$ cat src/rtl/mem_port_arbiter.sv
// ---------------------------------------------------------------------------
// mem_port_arbiter
//   Shares one single-port synchronous memory between instruction fetch
//   (read-only) and data access (loads/stores). One operation is issued per
//   cycle. Data wins by default; a saturating starvation counter forces a
//   fetch grant after STARVE_LIMIT consecutive denied fetch cycles. Every
//   issued read is tagged in an owner pipeline MEM_LATENCY deep so that the
//   returning data is steered to the requester that issued it.
//
// Ports
//   clk, rst_async          clock (rising edge), async active-low reset
//   if_req/if_addr          fetch read request and address
//   if_gnt                  fetch request accepted this cycle (combinational)
//   if_rvalid/if_rdata      fetch read response
//   d_req/d_we/d_addr/d_wdata  data request (d_we=1 store, 0 load)
//   d_gnt                   data request accepted this cycle (combinational)
//   d_rvalid/d_rdata        load response
//   mem_address/mem_write_en/mem_write_value  memory command
//   mem_read_value          memory read data, MEM_LATENCY cycles after address
// ---------------------------------------------------------------------------
module mem_port_arbiter #(
   parameter int ADDR_W       = 20,
   parameter int DATA_W       = 32,
   parameter int MEM_LATENCY  = 1,
   parameter int STARVE_LIMIT = 4
) (
   input  logic              clk,
   input  logic              rst_async,
   input  logic              if_req,
   input  logic [ADDR_W-1:0] if_addr,
   output logic              if_gnt,
   output logic              if_rvalid,
   output logic [DATA_W-1:0] if_rdata,
   input  logic              d_req,
   input  logic              d_we,
   input  logic [ADDR_W-1:0] d_addr,
   input  logic [DATA_W-1:0] d_wdata,
   output logic              d_gnt,
   output logic              d_rvalid,
   output logic [DATA_W-1:0] d_rdata,
   output logic [ADDR_W-1:0] mem_address,
   output logic              mem_write_en,
   output logic [DATA_W-1:0] mem_write_value,
   input  logic [DATA_W-1:0] mem_read_value
);

   localparam int CNT_W = 4;
   localparam logic [CNT_W-1:0] LIMIT = CNT_W'(STARVE_LIMIT);
   localparam int LAST = MEM_LATENCY - 1;

   logic [CNT_W-1:0]       starve_q, starve_d;
   // vld: a read occupies the stage; own: 1 = data side, 0 = fetch side
   logic [MEM_LATENCY-1:0] vld_q, vld_d;
   logic [MEM_LATENCY-1:0] own_q, own_d;
   logic [DATA_W-1:0]      if_rdata_q, if_rdata_d;
   logic [DATA_W-1:0]      d_rdata_q, d_rdata_d;

   logic force_if;
   logic d_win;
   logic i_win;
   logic rd_issue;
   logic resp_if;
   logic resp_d;

   always_comb begin
      force_if = (starve_q == LIMIT);
      // Grants are combinational, so they are gated by reset directly to
      // keep every output quiet the moment reset asserts.
      d_win    = rst_async && d_req && !(force_if && if_req);
      i_win    = rst_async && if_req && !d_win;
      rd_issue = (d_win && !d_we) || i_win;
      resp_if  = vld_q[LAST] && !own_q[LAST];
      resp_d   = vld_q[LAST] && own_q[LAST];
   end

   assign if_gnt          = i_win;
   assign d_gnt           = d_win;
   assign mem_address     = d_win ? d_addr : (i_win ? if_addr : '0);
   assign mem_write_en    = d_win && d_we;
   assign mem_write_value = d_win ? d_wdata : '0;

   // Response data passes straight through in the response cycle and is
   // otherwise held from the last response of that requester.
   assign if_rvalid = resp_if;
   assign d_rvalid  = resp_d;
   assign if_rdata  = resp_if ? mem_read_value : if_rdata_q;
   assign d_rdata   = resp_d  ? mem_read_value : d_rdata_q;

   always_comb begin
      vld_d    = vld_q;
      own_d    = own_q;
      vld_d[0] = rd_issue;
      own_d[0] = d_win;
      for (int i = 1; i < MEM_LATENCY; i++) begin
         vld_d[i] = vld_q[i-1];
         own_d[i] = own_q[i-1];
      end

      if (!if_req || i_win) begin
         starve_d = '0;
      end else if (starve_q != LIMIT) begin
         starve_d = starve_q + 1'b1;
      end else begin
         starve_d = starve_q;
      end

      if_rdata_d = resp_if ? mem_read_value : if_rdata_q;
      d_rdata_d  = resp_d  ? mem_read_value : d_rdata_q;
   end

   always_ff @(posedge clk or negedge rst_async) begin
      if (!rst_async) begin
         starve_q   <= '0;
         vld_q      <= '0;
         own_q      <= '0;
         if_rdata_q <= '0;
         d_rdata_q  <= '0;
      end else begin
         starve_q   <= starve_d;
         vld_q      <= vld_d;
         own_q      <= own_d;
         if_rdata_q <= if_rdata_d;
         d_rdata_q  <= d_rdata_d;
      end
   end

endmodule

$ cat config.mk
export PLATFORM = sky130hd
export DESIGN_NAME = mem_port_arbiter
export DESIGN_NICKNAME = d
export VERILOG_FILES = /design/src/rtl/mem_port_arbiter.sv
export SDC_FILE = /design/constraint.sdc
export NUM_CORES = 1
export LEC_CHECK = 0
export BUFFER_PORTS_ARGS = -buffer_cell sky130_fd_sc_hd__buf_2
export CAP_MARGIN = 20
export CELL_PAD_IN_SITES_DETAIL_PLACEMENT = 0
export CELL_PAD_IN_SITES_GLOBAL_PLACEMENT = 1
export CORE_MARGIN = 10
export CORE_UTILIZATION = 27
export CTS_CLUSTER_DIAMETER = 30
export DETAILED_ROUTE_END_ITERATION = 7
export GPL_TIMING_DRIVEN = 0
export HOLD_SLACK_MARGIN = 0.08
export PLACE_DENSITY = 0.74
export SLEW_MARGIN = 10
export SYNTH_ARGS = -nofsm -noshare
export SYNTH_HDL_FRONTEND = slang
export SYNTH_SLANG_ARGS = --single-unit
$ cat constraint.sdc
create_clock -name clk -period 2 [get_ports clk]
set_clock_uncertainty 0.2 [all_clocks]
set_input_delay 0.3 -clock clk [delete_from_list [all_inputs] [get_ports clk]]
set_output_delay 0.3 -clock clk [all_outputs]
set_load 0.05 [all_outputs]
==> results.yml <==
clock_tree:
  cts.clk_slew.worst_paths_ns: 0.06
  htree_levels: 3
  clock-sinks: 70
  cts_root_buf: "clkbuf_16"
  numCtsBuffers: 9
  clk_latency_ns: 0.32
  cts_tree: "yes"
  ctsLongestPathBuffers: 2
setup_path:
  critPathMaxFanout: 5
  cp.required_ns: 1.50
  worstSetupPathType: "flop to output pin"
  rr_startpoint: "starve_q[0]$_DFFE_PN0P_"
  crit-reg2reg-capture: "starve_q[2]$_DFFE_PN0P_"
  reg2reg_setup_slack_ns: 0.17
  cp.arrival_ns: 1.94
  r2r_cells: 6
  startpoint_type: "flop"
  crit_path_end_kind: "output pin"
yosys:
  ys_types: 22
  synth_xor_area_share_pct: 0.555
  syn-num-nets: 340
  synth_fa_ha_area_share_pct: 0.793
  yosys_warnings: 0
  syn_area_mm2: 0.00315
  ys_seq_area_share_pct: 55.5
  ys_ff_latch: 70
  synth_mux_area_share_pct: 23.2
  syn_avg_cell_area_um2: 13.8
  synth_top_family_by_area: "multiplexers"
  synth_cells: 229
  synth_compound_gate_area_share_pct: 6.98
  synth-simple-area-share_pct: 8.81
drt:
  totalWireLength_mm: 14.9
  dr.first_iter.drc_count: 126
  routedWlPerCell_um: 21.0
  ant_nets: 0
  vias: 3215
  route.detailed.drc: 0
  via_per_inst: 4.52
  drt_first_pass_iters: 4
timing:
  relSlewSlack_pct: 71.2
  grt_setup_unrepaired: "yes"
  worstMarginPinSlew_ns: 0.428
  hold_viol: 0
  fin_ws_ns: -0.443
  final_max_slew_viol_count: 0
  period_share_pct: 122
  whs_ns: 0.115
  max_freq_mhz: 409
  setup_viol_count_final: 120
  min_period_ns: 2.44
  setup_tns_ns: -32.70
floorplanning:
  boundaryPins: 230
  initial_core_util_pct: 27.6
  fp.dieH_um: 128
  core_mm2: 0.0114
  num_rows: 39
  dieArea_mm2: 0.0164
  fp.dieW_um: 128
placed_design:
  gp_congestion: 0.719
  post-dp-hpwl_mm: 9.70
  place_area_mm2: 0.00475
  io_buffers: 229
  pre_cts_ws_ns: -0.399
final_layout:
  final_util_pct: 67.8
  nets: 674
  drive_gt1_share_pct: 78.5
  syn2layout_area_growth_pct: 145
  fin_area_mm2: 0.00774
  diodes: 0
global_routing:
  grt_overflow: 0
  grt_usage_pct: 17.0
  grt_pass1_wl_mm: 22.1
  antenna_found_initial: 0
  grt_pass1_vias: 3823
  grt_max_degree: 49
pwr:
  ir_worst_vdd_v: 0.000836
  p_leak_nw: 3.97
  powerDensity_mw_per_mm2: 1010
min_path:
  min-delay-start: "if_req"
  min_path_type: "primary input to flop"
  min_to: "starve_q[0]$_DFFE_PN0P_"
  min_path_cells: 2
outcome:
  violations: "setup timing"
  outcome: "finished with violations"
flow_run:
  cap_violations: 0
[power breakdown]
group          internal [W]  switching [W]
Clock               0.00138       0.000607
Combinational       0.00188        0.00211
Sequential          0.00173       0.000106
Total               0.00499        0.00283
[kinds of logic (layout without fill, tap and decap cells)]
logic type               Yosys count  after routing
flip-flops                        70             70
AND/OR/NAND/NOR                   45             45
multiplexers                      65             65
XOR/XNOR                           2              2
adder cells (fa/ha/maj)            2              2
buffers and inverters             20            359
AO/OA/AOI/OAI                     25             25
[cell usage after synthesis]
library cell  instances  area [um^2]
nand2b_1              2         12.5
xnor2_1               2         17.5
ha_1                  2         25.0
nand3_1               2         10.0
a21oi_1               1         5.00
and3b_1               1         8.76
mux2_2               65          732
nand3b_1              1         7.51
nand2_1               3         11.3
and4_1                1         8.76
buf_6                 6         67.6
and3_1                2         12.5
and2_1               33          206
a22o_1               20          175
buf_2                 8         40.0
o2111a_1              1         11.3
clkbuf_1              1         3.75
o21ai_0               1         5.00
a21oi_4               1         16.3
o21bai_1              1         7.51
inv_1                 5         18.8
dfrtp_1              70         1750
[how the worst max path moves through the flow]
stage | startpoint | endpoint | slack [ns] | depth (start not counted)
4_1_cts | starve_q[0]$_DFFE_PN0P_ | mem_write_value[1] | -0.46 | 9
3_3_place_gp | rst_async | mem_write_value[1] | -1.44 | 6
2_1_floorplan | starve_q[0]$_DFFE_PN0P_ | mem_write_value[22] | -0.09 | 7
6_report | starve_q[0]$_DFFE_PN0P_ | mem_address[18] | -0.44 | 8
3_5_place_dp | starve_q[0]$_DFFE_PN0P_ | mem_write_value[1] | -0.40 | 8
5_1_grt | starve_q[1]$_DFFE_PN0P_ | mem_write_value[28] | -0.50 | 8
[registers in the layout, indices dropped and copies added (netlist names)]
| register | count |
|---|---|
| if_rdata_q | 32 |
| own_q | 1 |
| d_rdata_q | 32 |
| starve_q | 4 |
| vld_q | 1 |
[through the flow]
stage	std cells	total power [W]
3_5_place_dp	602	0.00433
4_1_cts	694	0.00764
3_3_place_gp	601	0.00427
2_1_floorplan	229	0.00370
6_report	711	0.00782
5_1_grt	711	0.00810
[final cells by class]
class	instances	area, um^2
multi-input combinational	139	1790
buffer	8	136
clock buffer	11	243
timing repair buffer	330	3490
sequential	70	1750
fill	773	3680
tap	143	179
clock inverter	5	129
inverter	5	21.3
[layer usage]
layer | part of all wire, % | up-vias | wire length, um | global-route usage (%)
li1 | - | 1471 | - | -
met1 | 35 | 1585 | 5300 | 17.3
met2 | 54 | 148 | 8140 | 31.0
met3 | 8.6 | 11 | 1280 | 6.82
met4 | 1.4 | 0 | 216 | 4.83
met5 | 0 | - | 0 | 0
[critical path, stage by stage (launching register included)]
cell and delay [ns]:
dfrtp_1 0.39, inv_2 0.07, ha_4 0.14, and3b_1 0.24, a21oi_4 0.10, buf_12 0.16
clkbuf_16 0.15, a22o_4 0.21, buf_6 0.15
[layout by cell type, fill, tap and decap left out, drive strengths merged]
cell type    netlist  routed
and3b              1       1
ha                 2       2
a21oi              2       2
bufinv             0       4
dlygate4sd3        0      34
nand2b             2       2
and4               1       1
o2111a             1       1
o21ai              1       1
inv                5       6
nand2              3       3
o21bai             1       1
a22o              20      20
nand3b             1       1
and2              33      33
buf               14     297
clkbuf             1      18
and3               2       2
nand3              2       2
dfrtp             70      70
mux2              65      65
xnor2              2       2
[what timing repair did]
item,in CTS,in global routing
hold endpoints to repair,124,0
cloned,7,6
pin swaps,2,4
hold buffers,35,0
endpoints found under the setup margin,121,120
buffers inserted,35,25
gates resized for setup,442,44
No activity file was read; power rests on OpenSTA's default activity.
